### config.mk
export PLATFORM = sky130hd
export DESIGN_NAME = hazard_sb_unit
export DESIGN_NICKNAME = d
export VERILOG_FILES = /design/src/rtl/hazard_sb_unit_pkg.sv /design/src/rtl/hazard_sb_unit_mdu_scoreboard.sv /design/src/rtl/hazard_sb_unit.sv
export SDC_FILE = /design/constraint.sdc
export NUM_CORES = 1
export LEC_CHECK = 0
export BUFFER_PORTS_ARGS = -buffer_cell sky130_fd_sc_hd__buf_2
export CAP_MARGIN = 20
export CORE_MARGIN = 3
export CORE_UTILIZATION = 45
export CTS_CLUSTER_SIZE = 14
export DETAILED_ROUTE_END_ITERATION = 12
export PLACE_DENSITY = 0.8
export SYNTH_ARGS = -nofsm -noshare
export SYNTH_HDL_FRONTEND = slang
export SYNTH_SLANG_ARGS = --single-unit
### constraint.sdc
create_clock -name clk -period 3.5 [get_ports clk]
set_clock_uncertainty 0.2 [all_clocks]
set_input_delay 0.7 -clock clk [delete_from_list [all_inputs] [get_ports clk]]
set_output_delay 0.7 -clock clk [all_outputs]
set_load 0.01 [all_outputs]
### src/rtl/hazard_sb_unit_pkg.sv
// Shared types and constants for the pipeline hazard unit and its MDU scoreboard.
package hazard_pkg;

  localparam int NREGS_DEF = 32;
  localparam int REG_W_DEF = $clog2(NREGS_DEF);

  typedef logic [REG_W_DEF-1:0] reg_idx_t;

  typedef enum logic [1:0] {
    FWD_RF = 2'b00,
    FWD_W  = 2'b01,
    FWD_M  = 2'b10
  } fwd_sel_t;

  localparam logic [1:0] RESULT_SRC_LOAD = 2'b01;

  // M is the younger producer, so it wins over W when both match.
  function automatic fwd_sel_t fwd_select(input logic hit_m, input logic hit_w);
    fwd_sel_t sel;
    sel = FWD_RF;
    if (hit_m) begin
      sel = FWD_M;
    end else if (hit_w) begin
      sel = FWD_W;
    end
    return sel;
  endfunction

endpackage

### src/rtl/hazard_sb_unit_mdu_scoreboard.sv
// Tracks the single in-flight MDU op: destination busy bits, latency countdown
// and the write-back slot it shares with the W stage.
module mdu_scoreboard
  import hazard_pkg::*;
#(
  parameter int NREGS   = 32,
  parameter int REG_W   = $clog2(NREGS),
  parameter int MDU_LAT = 4
) (
  input  logic             clk,
  input  logic             rst,
  input  logic             mdu_start,
  input  logic [REG_W-1:0] issue_rd,
  input  logic             reg_write_w,
  output logic [NREGS-1:0] busy,
  output logic             cnt_gt1,
  output logic             mdu_busy,
  output logic             mdu_wb_valid,
  output logic [REG_W-1:0] mdu_wb_rd
);

  localparam int CW = 4;
  localparam logic [CW-1:0] LAT = CW'(MDU_LAT);

  logic [CW-1:0]    cnt;
  logic [REG_W-1:0] mdu_rd;
  logic [NREGS-1:0] busy_next;

  // The register file has one write port and W owns it, so a finished MDU
  // result only takes the port in a cycle where W is not writing.
  assign mdu_wb_valid = (cnt == CW'(1)) && !reg_write_w;
  assign mdu_wb_rd    = mdu_rd;
  assign mdu_busy     = (cnt != '0);
  assign cnt_gt1      = (cnt > CW'(1));

  // Next busy vector: clear the completing destination, then mark a new issue.
  always_comb begin
    busy_next = busy;
    if (mdu_wb_valid) begin
      busy_next[mdu_rd] = 1'b0;
    end
    if (mdu_start && (issue_rd != '0)) begin
      busy_next[issue_rd] = 1'b1;
    end
    busy_next[0] = 1'b0;
  end

  // Countdown from issue; stays at 1 while a W write blocks the write-back.
  always_ff @(posedge clk or posedge rst) begin
    if (rst) begin
      cnt    <= '0;
      mdu_rd <= '0;
      busy   <= '0;
    end else begin
      busy <= busy_next;
      if (mdu_start) begin
        cnt    <= LAT;
        mdu_rd <= issue_rd;
      end else if (mdu_wb_valid) begin
        cnt <= '0;
      end else if (cnt > CW'(1)) begin
        cnt <= cnt - CW'(1);
      end
    end
  end

  // Only one op may be in flight; the D-stage structural stall keeps this true.
  a_single_issue: assert property (@(posedge clk) disable iff (rst)
    !(mdu_start && (cnt != '0) && !mdu_wb_valid));

endmodule

### src/rtl/hazard_sb_unit.sv
// Hazard unit for the 5-stage pipeline: E-stage forwarding, load-use and
// scoreboard stalls, branch flush, and a saturating stall-cycle counter.
module hazard_sb_unit
  import hazard_pkg::*;
#(
  parameter int NREGS   = 32,
  parameter int REG_W   = $clog2(NREGS),
  parameter int MDU_LAT = 4,
  parameter int FWD_EN  = 1,
  parameter int CNT_W   = 16
) (
  input  logic             clk,
  input  logic             rst,
  input  logic [REG_W-1:0] rs1_d,
  input  logic [REG_W-1:0] rs2_d,
  input  logic [REG_W-1:0] rd_d,
  input  logic             reg_write_d,
  input  logic             mdu_op_d,
  input  logic [REG_W-1:0] rs1_e,
  input  logic [REG_W-1:0] rs2_e,
  input  logic [REG_W-1:0] rd_e,
  input  logic             reg_write_e,
  input  logic [1:0]       result_src_e,
  input  logic             mdu_start_e,
  input  logic             pcsrc_e,
  input  logic [REG_W-1:0] rd_m,
  input  logic             reg_write_m,
  input  logic [REG_W-1:0] rd_w,
  input  logic             reg_write_w,
  output logic             stall_f,
  output logic             stall_d,
  output logic             flush_d,
  output logic             flush_e,
  output logic [1:0]       forward_ae,
  output logic [1:0]       forward_be,
  output logic             mdu_busy,
  output logic             mdu_wb_valid,
  output logic [REG_W-1:0] mdu_wb_rd,
  output logic [CNT_W-1:0] stall_cnt
);

  logic [NREGS-1:0] busy;
  logic             cnt_gt1;
  logic             lw_stall;
  logic             sb_stall;
  logic             st_stall;
  logic             raw_stall;
  logic             stall_any;
  fwd_sel_t         fwd_a;
  fwd_sel_t         fwd_b;

  mdu_scoreboard #(
    .NREGS  (NREGS),
    .REG_W  (REG_W),
    .MDU_LAT(MDU_LAT)
  ) u_sb (
    .clk         (clk),
    .rst         (rst),
    .mdu_start   (mdu_start_e),
    .issue_rd    (rd_e),
    .reg_write_w (reg_write_w),
    .busy        (busy),
    .cnt_gt1     (cnt_gt1),
    .mdu_busy    (mdu_busy),
    .mdu_wb_valid(mdu_wb_valid),
    .mdu_wb_rd   (mdu_wb_rd)
  );

  // Operand forwarding into E; x0 never forwards and reset forces the RF path.
  always_comb begin
    fwd_a = FWD_RF;
    fwd_b = FWD_RF;
    if ((FWD_EN != 0) && !rst) begin
      fwd_a = fwd_select(reg_write_m && (rd_m == rs1_e) && (rs1_e != '0),
                         reg_write_w && (rd_w == rs1_e) && (rs1_e != '0));
      fwd_b = fwd_select(reg_write_m && (rd_m == rs2_e) && (rs2_e != '0),
                         reg_write_w && (rd_w == rs2_e) && (rs2_e != '0));
    end
  end

  assign forward_ae = fwd_a;
  assign forward_be = fwd_b;

  // Individual stall causes; a D source only counts when it is not x0.
  always_comb begin
    lw_stall = (result_src_e == RESULT_SRC_LOAD) && (rd_e != '0) &&
               (((rs1_d != '0) && (rs1_d == rd_e)) || ((rs2_d != '0) && (rs2_d == rd_e)));

    sb_stall = ((rs1_d != '0) && busy[rs1_d]) ||
               ((rs2_d != '0) && busy[rs2_d]) ||
               (reg_write_d && busy[rd_d]) ||
               (mdu_start_e && (rd_e != '0) &&
                (((rs1_d != '0) && (rs1_d == rd_e)) || ((rs2_d != '0) && (rs2_d == rd_e))));

    st_stall = mdu_op_d && (mdu_start_e || cnt_gt1);

    raw_stall = 1'b0;
    if (FWD_EN == 0) begin
      raw_stall = ((rs1_d != '0) &&
                   ((reg_write_e && (rs1_d == rd_e)) ||
                    (reg_write_m && (rs1_d == rd_m)) ||
                    (reg_write_w && (rs1_d == rd_w)))) ||
                  ((rs2_d != '0) &&
                   ((reg_write_e && (rs2_d == rd_e)) ||
                    (reg_write_m && (rs2_d == rd_m)) ||
                    (reg_write_w && (rs2_d == rd_w))));
    end
  end

  // A taken branch makes the D instruction wrong-path, so it beats any stall.
  always_comb begin
    stall_any = (lw_stall || sb_stall || st_stall || raw_stall) && !pcsrc_e && !rst;
    stall_f   = stall_any;
    stall_d   = stall_any;
    flush_d   = pcsrc_e && !rst;
    flush_e   = (pcsrc_e && !rst) || stall_any;
  end

  // Saturating count of stalled D cycles for performance monitoring.
  always_ff @(posedge clk or posedge rst) begin
    if (rst) begin
      stall_cnt <= '0;
    end else if (stall_any && (stall_cnt != '1)) begin
      stall_cnt <= stall_cnt + CNT_W'(1);
    end
  end

endmodule

Word-level counts from Yosys, hierarchy flattened
Cells that the tools add are included.
{ "word_totals": {"reg_bits": 56, "latchBits": 0, "mem_bits_rw": 0, "mem_bits_ro": 0, "input_bits": 51, "out_inout_bits": 31, "word_cells": 90, "memories": 0} }
{ "classes": {"n_addsub": 2, "multipliers": 0, "div_mod_pow": 0, "n_lt_le_gt_ge": 8, "eq_ne": 9, "n_shift": 0, "mux": 21, "bitwise_logic": 3, "reduce_logical": 43} }
{ "op_table": {"columns": ["cell", "count"], "rows": [
  ["$mux W32", 2],
  ["$and A32 B32 Y32", 1],
  ["$not A32 Y32", 1],
  ["$or A32 B32 Y32", 1],
  ["$eq A5 B5 Y1", 6],
  ["$lt A5 B6 Y1 const B", 5],
  ["$logic_and A1 B1 Y1", 25],
  ["$reduce_bool A5 Y1", 5],
  ["$add A16 B1 Y16 const B", 1],
  ["$ne A16 B16 Y1 const B", 1],
  ["$bmux W1 S5", 3],
  ["$mux W4", 3],
  ["$demux W1 S5", 2],
  ["$ge A5 B1 Y1 const B", 2],
  ["$logic_or A1 B1 Y1", 8],
  ["$mux W2", 4],
  ["$mux W1", 7],
  ["$eq A4 B1 Y1 const B", 1],
  ["$gt A4 B1 Y1 const B", 1],
  ["$reduce_bool A4 Y1", 1],
  ["$sub A4 B1 Y4 const B", 1],
  ["$logic_not A1 Y1", 3],
  ["$reduce_bool A3 Y1", 1],
  ["$eq A2 B1 Y1 const B", 1]
]} }

Depth between registers and ports, before layout
Gate-level depths: netlist (run 1).
{ "logic_depth": {"ltp_word": 11, "mapped_depth": 10} }

By module
A second synthesis (run 1) with hierarchy kept.
{ "hier_totals": {"cells_unflattened": 407, "hier_area_um2": 4096.4} }
{ "by_module_without_submodules": {"columns": ["module", "instances", "cells_each", "area_per_inst_um2", "seq_area_each_um2"], "rows": [
  ["hazard_sb_unit", 1, 215, 2125.8, 400.4],
  ["mdu_scoreboard", 1, 192, 1970.6, 1001.0]
]} }

Least setup slack after synthesis (run 1)
OpenSTA, ideal clock, no wires.
{ "synth_timing": {"kind": "in2out", "startpoint": "in rd_d[0]", "endpoint": "out flush_e", "arrival_ps": 2685, "t_required_ps": 2600, "slack_ps": -85, "stages": 10, "n_path_buf": 2, "cell_sequence": "buf_6 -> mux4_2 -> a2bb2oi_1 -> and3_1 -> nor4_2 -> o2111ai_1 -> o21ai_4 -> buf_6 -> inv_2 -> or2_1"} }
{ "synth_between": {"elab_chain_len": 10} }
{ "synth_lines": {"columns": ["element", "line", "source"], "rows": [
  ["start, declared", "hazard_sb_unit.sv:16", "input logic [REG_W-1:0] rd_d,"],
  ["$bmux W1 S5", "hazard_sb_unit.sv:91", "(reg_write_d && busy[rd_d]) ||"],
  ["$mux W1 (not written as such)", "hazard_sb_unit.sv:91", null],
  ["$logic_and A1 B1 Y1", "hazard_sb_unit.sv:91", null],
  ["$logic_or A1 B1 Y1", "hazard_sb_unit.sv:90", "((rs2_d != '0) && busy[rs2_d]) ||"],
  ["$logic_or A1 B1 Y1", "hazard_sb_unit.sv:91", null],
  ["$logic_or A1 B1 Y1 (2 in series)", "hazard_sb_unit.sv:112", "stall_any = (lw_stall || sb_stall || st_stall || raw_stall) && !pcsrc_e && !rst;"],
  ["$logic_and A1 B1 Y1 (2 in series)", "hazard_sb_unit.sv:112", null],
  ["net stall_d", "hazard_sb_unit.sv:31", "output logic stall_d,"],
  ["$logic_or A1 B1 Y1", "hazard_sb_unit.sv:116", "flush_e = (pcsrc_e && !rst) || stall_any;"],
  ["end, declared", "hazard_sb_unit.sv:33", "output logic flush_e,"]
]} }
The timed path passes the listed nets, and every way through them passes these cells. The select of a mux whose other input is x is not followed.

Worst setup path after layout (run 1)
{ "layout_timing": {"startpoint": "in rd_d[0]", "endpoint": "out flush_e"} }
{ "layout_between": {"elab_chain_len": 10} }
{ "layout_lines": {"columns": ["element", "line"], "rows": [
  ["$bmux W1 S5", "hazard_sb_unit.sv:91"],
  ["$mux W1 (not written as such)", "hazard_sb_unit.sv:91"],
  ["$logic_and A1 B1 Y1", "hazard_sb_unit.sv:91"],
  ["$logic_or A1 B1 Y1", "hazard_sb_unit.sv:90"],
  ["$logic_or A1 B1 Y1", "hazard_sb_unit.sv:91"],
  ["$logic_or A1 B1 Y1 (2 in series)", "hazard_sb_unit.sv:112"],
  ["$logic_and A1 B1 Y1 (2 in series)", "hazard_sb_unit.sv:112"],
  ["$logic_or A1 B1 Y1", "hazard_sb_unit.sv:116"]
]} }
Every way passes these cells. The select of a mux whose other input is x is not followed.

==> results.py, run 1 <==
metrics = {
    "global_route": {
        "track_usage_pct": 21.7,
        "use_met1_pct": 29.0,
        "grt_max_degree": 57,
        "grt_use_met3_pct": 4.25,
        "grt_pass1_vias": 3530,
        "grt.busiest_layer": "met2",
        "antenna_found_initial": 0,
        "grt_pass1_wl_um": 17300,
        "grt_overflow_total": 0,
        "grtUsageMet2_pct": 36.2,
    },
    "route": {
        "wl_um": 10500,
        "drtIter0Drc": 341,
        "firstDrtPassIters": 5,
        "drtAntennaViolNets": 0,
        "via_per_inst": 6.06,
        "route.detailed.drc": 0,
        "num_vias": 3574,
        "wl_per_cell_um": 17.8,
    },
    "placed_design": {
        "io_buffers": 80,
        "placed_area_um2": 4430,
        "dp_hpwl_um": 7870,
        "gp_congestion": 0.970,
    },
    "cts": {
        "clock_path_buffers": 2,
        "cts_buffers": 5,
        "clkTransAtPathRegs_ps": 100,
        "cts.sinks": 56,
        "cts_hold_buffers": 0,
        "ctsRootBufferMaster": "clkbuf_8",
        "worstSkewPairLatency_ps": 320,
        "h-tree-depth": 2,
        "tritoncts": "built",
    },
    "power": {
        "leakagePower_nw": 2.00,
        "p_per_area_nw_per_um2": 481,
        "vdd_drop_max_v": 0.000189,
        "p_total_mw": 2.21,
    },
    "timing": {
        "slew_viol_final": 0,
        "grt_setup_unrepaired": "true",
        "min_period_over_period_pct": 99.2,
        "fmax_ghz": 0.288,
        "setup_viol": 0,
        "period_needed_ps": 3470,
        "worst_hold_slack_ps": 291,
        "hold_violations": 0,
        "tightest_slew_ps": 697,
        "max_slew_margin_pct": 53.5,
    },
    "synthesis": {
        "synth_common_cells": "o21ai_0 (62), dfrtp_1 (56), nand2_1 (24), xnor2_1 (23)",
        "yosysMostFrequentCell": "o21ai_0",
        "synth_top_area_share_pct": 36.4,
        "async_reset_ff_share_pct": 100,
        "synth_nets": 451,
        "ys_warn_count": 0,
        "ys_seq_area_share_pct": 36.4,
        "synth_edf_count": 0,
        "synth.avg_cell_area_um2": 9.69,
        "yosysUniqueCellTypes": 53,
        "syn-cell-area_um2": 3850,
        "syn_inst": 397,
        "synth_ff_type": "dfrtp_1",
        "yosysTopAreaCell": "dfrtp_1",
        "synth-seq-cells": 56,
        "synth.area.top_cells": "dfrtp_1 (36%), mux4_2 (9.4%), o21ai_0 (8.1%)",
    },
    "setup_path": {
        "start_kind": "primary input",
        "r2r_setup_slack_ps": 580,
        "crit-reg2reg-launch": "u_sb.busy[13]",
        "cp.arrival_ps": 2570,
        "startpoint": "rd_d[0]",
        "crit_fanout": 2,
        "worstSetupEndpointType": "primary output",
        "crit_type": "primary input to primary output",
        "cp.required_ps": 2600,
        "reg2reg_depth": 11,
    },
    "min_path": {
        "worst_hold_path.num_cells": 1,
        "hp-class": "flop to flop",
        "holdCritStartpoint": "stall_cnt[5]",
    },
    "floorplanning": {
        "die_width_um": 98.5,
        "initial_core_util_pct": 46.6,
        "dieArea_um2": 9700,
        "rows": 33,
        "ios": 82,
        "die_h_um": 98.5,
        "core_um2": 8260,
    },
    "final_layout": {
        "final_layout_size_suffix_gt1_share_pct": 31.3,
        "fin_util_pct": 55.7,
        "antenna_cells": 0,
        "area_delta_synth_final_pct": 19.6,
        "fin_area_um2": 4600,
        "nNetsFinal": 538,
    },
    "status": {
        "status": "completed",
    },
    "flow_run": {
        "cap_violations": 0,
    },
}
-- power by group --
part / leakage [nW] / total (mW) / internal, mW / switching, mW
Sequential: 0.670 / 1.01 / 0.804 / 0.206
Clock: 0.0558 / 0.444 / 0.217 / 0.227
Combinational: 1.27 / 0.759 / 0.389 / 0.370
Total: 2.00 / 2.21 / 1.41 / 0.803
-- registers in the layout, summed over array words and instances, names as in the netlist --
signal,cells
u_sb.mdu_wb_rd,5
stall_cnt,16
u_sb.busy,31
u_sb.cnt,4
-- routing by layer --
layer | wire length, um | vias to the layer above | share of wire [%]
li1 | - | 1634 | -
met1 | 4300 | 1722 | 41
met2 | 5120 | 194 | 49
met3 | 877 | 24 | 8.3
met4 | 214 | 0 | 2.0
met5 | 0 | - | 0
-- cells by family after synthesis --
kind of cell,Yosys count,share of synthesized area [%]
xor gates and xnor gates,43,9.79
buffers and inverters,31,3.77
DFF,56,36.4
AOI/OAI and AO/OA,88,12.9
muxes,48,18.2
adders and majority gates,3,0.976
and+or+nand+nor,128,17.9
-- through the flow --
| step | setup WS (ps) | instances | setup TNS, ps |
|---|---|---|---|
| global placement | -3.49 | 580 | -3.49 |
| CTS | -30.7 | 589 | -30.7 |
| global route | -61.8 | 590 | -61.8 |
| finish | 28.3 | 590 | 0 |
| floorplan | -84.6 | 397 | -84.6 |
| detailed placement | -61.2 | 580 | -61.2 |
-- final timing paths --
kind | to
max in group asynchronous | u_sb.busy[19]
max reg2reg | stall_cnt[1]
min | stall_cnt[5]
max | flush_e
min reg2reg | stall_cnt[5]
min in group asynchronous | stall_cnt[14]
-- cell type report --
class | count | area, um^2
inverter | 7 | 26.3
clock buffer | 6 | 72.6
sequential | 56 | 1400
tap | 105 | 131
fill | 707 | 3660
multi-input combinational | 310 | 2340
timing repair buffer | 104 | 596
clock inverter | 2 | 38.8
-- placed cells by master (no fill, tap or decap), types with 3 or more instances in the layout --
cell type  netlist  layout
and3_1           5       5
clkbuf_8         0       5
buf_2            7      77
nor2b_1          8       7
inv_1            6       5
dfrtp_1         56      56
xnor2_1         23      23
nand3b_1         7       7
nor4b_1          3       3
buf_4            1      25
nor4_1           8       8
nand4_1          4       4
mux4_2          16      16
nand2b_1         6       6
nor3b_1          3       3
nand2_1         24      24
nor3_1          14      14
nor2_1          17      16
mux2_2          11      11
ha_1             3       3
mux2i_1         19      19
o21ai_0         62      62
nand3_1         20      20
a21oi_1          9       9
xor2_1          20      20
-- what timing repair did --
| item | CTS | global route |
|---|---|---|
| pin swaps | 5 | 4 |
| gates resized for setup | 4 | 9 |
| setup endpoints to repair | 1 | 3 |
| buffers inserted | 1 | 1 |
-- worst max-delay path: stages --
cell,delay [ps]
buf_8,80
mux4_2,480
a2bb2oi_1,130
and3_1,150
nor4_2,280
o2111ai_2,190
o21ai_4,170
inv_2,50
or2_1,200
buf_2,140
No activity file was read; power rests on OpenSTA's default activity.
==> run 2, diff against run 1 <==
CELL_PAD_IN_SITES_DETAIL_PLACEMENT = 1   (was unset)
CELL_PAD_IN_SITES_GLOBAL_PLACEMENT = 2   (was unset)
CORE_UTILIZATION = 34   (was 45)
PLACE_DENSITY = 0.91   (was 0.8)
clock period = 3.7 ns   (was 3.5 ns; I/O delays follow)
==> results.py, run 2 (same netlist as run 1, synthesis figures left out) <==
metrics = {
    "status": {
        "status": "completed",
    },
    "global_route": {
        "grt_overflow_total": 0,
        "antenna_found_initial": 0,
        "grt_max_degree": 57,
        "grt_pass1_wl_um": 20400,
        "grt_pass1_vias": 3848,
        "track_usage_pct": 19.8,
    },
    "route": {
        "drtIter0Drc": 219,
        "wl_met2_um": 6180,
        "firstDrtPassIters": 4,
        "wl_um": 12500,
        "wl_met1_um": 5400,
        "wl_per_cell_um": 20.3,
        "drtAntennaViolNets": 0,
        "num_vias": 3495,
        "highest_layer": "met4",
        "met3_length_um": 587,
        "via_per_inst": 5.66,
        "route.detailed.drc": 0,
    },
    "power": {
        "p_per_area_nw_per_um2": 486,
        "leakagePower_nw": 1.98,
        "vdd_drop_max_v": 0.000216,
    },
    "cts": {
        "ctsRootBufferMaster": "clkbuf_16",
        "clkTransAtPathRegs_ps": 70,
        "worstSkewPairLatency_ps": 300,
        "cts_hold_buffers": 0,
        "cts.sinks": 56,
        "tritoncts": "built",
        "cts_buffers": 5,
        "clock_path_buffers": 2,
        "h-tree-depth": 2,
    },
    "floorplanning": {
        "die_width_um": 112,
        "ios": 82,
        "rows": 38,
        "core_um2": 10900,
        "die_h_um": 112,
        "dieArea_um2": 12600,
        "initial_core_util_pct": 35.2,
    },
    "timing": {
        "grt_setup_unrepaired": "true",
        "slew_viol_final": 0,
        "max_slew_margin_pct": 50.6,
        "tightest_slew_ps": 741,
        "fmax_ghz": 0.273,
        "setup_viol": 0,
        "hold_violations": 0,
        "finalSetupTns_ps": 0,
        "min_period_over_period_pct": 99.1,
        "period_needed_ps": 3670,
        "worst_hold_slack_ps": 289,
    },
    "flow_run": {
        "cap_violations": 0,
    },
    "final_layout": {
        "layout_commonest_cell": "buf_2",
        "top_register": "u_sb.busy",
        "final_cell_mix": "buf_2 (79), o21ai_0 (62), dfrtp_1 (56)",
        "largest_reg_flops": 31,
        "final_layout_size_suffix_gt1_share_pct": 29.4,
        "fillers": 1276,
        "fin_cells": 617,
        "nNetsFinal": 530,
        "antenna_cells": 0,
        "area_delta_synth_final_pct": 20.1,
    },
    "setup_path": {
        "crit_chain": "buf_8 -> mux4_2 -> a2bb2oi_2 -> and3_1 -> nor4_2 -> o2111ai_2 -> o21ai_4 -> inv_2 -> or2_1 -> buf_2",
        "slowest_stage": "mux4_2",
        "cp.required_ps": 2760,
        "crit_path_max_incr_delay_ps": 500,
        "crit_type": "primary input to primary output",
        "start_kind": "primary input",
        "worstSetupEndpointType": "primary output",
        "cp.arrival_ps": 2730,
        "crit_fanout": 2,
    },
    "placed_design": {
        "dp_hpwl_um": 9490,
        "gp_congestion": 0.930,
        "io_buffers": 80,
        "dp_cells": 607,
    },
    "min_path": {
        "hp-class": "flop to flop",
    },
}
run 2: final timing paths:
path | end | cells after the start | startpoint | slack [ps]
min in group asynchronous | stall_cnt[14] | 3 | rst | 500
max in group asynchronous | u_sb.busy[17] | 3 | rst | 2320
min reg2reg | stall_cnt[5] | 1 | stall_cnt[5] | 290
min | stall_cnt[5] | 1 | stall_cnt[5] | 290
max reg2reg | stall_cnt[1] | 10 | u_sb.busy[13] | 680
max | flush_e | 10 | rd_d[0] | 30
run 2: timing repair:
| item | 4_1_cts | 5_1_grt |
|---|---|---|
| endpoints found under the hold margin | 0 | 0 |
| pin swaps | 1 | 5 |
| setup endpoints to repair | 1 | 1 |
| buffers inserted | 0 | 2 |
| gates resized for setup | 1 | 5 |
run 2: layer usage:
metal,up-vias,track usage (%)
met4,0,6.89
met5,-,0
met2,113,34.2
met3,28,3.07
met1,1750,25.3
li1,1604,-
run 2: final cells by class:
type | count | area [um^2] | share of cell area [%]
multi-input cells | 310 | 2320 | 50.2
flip-flops and latches | 56 | 1400 | 30.3
repair buffers | 96 | 531 | 11.5
well taps | 140 | 175 | 3.79
clock buffers | 6 | 129 | 2.79
clock inverters | 2 | 38.8 | 0.839
inverters | 7 | 26.3 | 0.569
run 2: power breakdown:
part | switching [mW] | internal, mW | total, mW
Combinational | 0.363 | 0.358 | 0.720
Sequential | 0.197 | 0.761 | 0.959
Clock | 0.241 | 0.323 | 0.565
run 2: critical path: cells and delay by family:
kind | cells | cell delay (ps)
compound gates | 3 | 540
buf+inv | 3 | 270
mux | 1 | 500
simple gates | 3 | 680
run 2: metrics by stage:
stage	setup WS, ps	area (um^2)	power [mW]	utilization, %
after floorplan	35.4	3850	1.39	-
after global placement	35.1	4410	1.62	40.3
after detailed placement	-1.46	4410	1.67	40.3
after CTS	0.803	4580	2.24	41.9
after global routing	-38.9	4620	2.38	42.3
final	34.3	4620	2.24	42.3
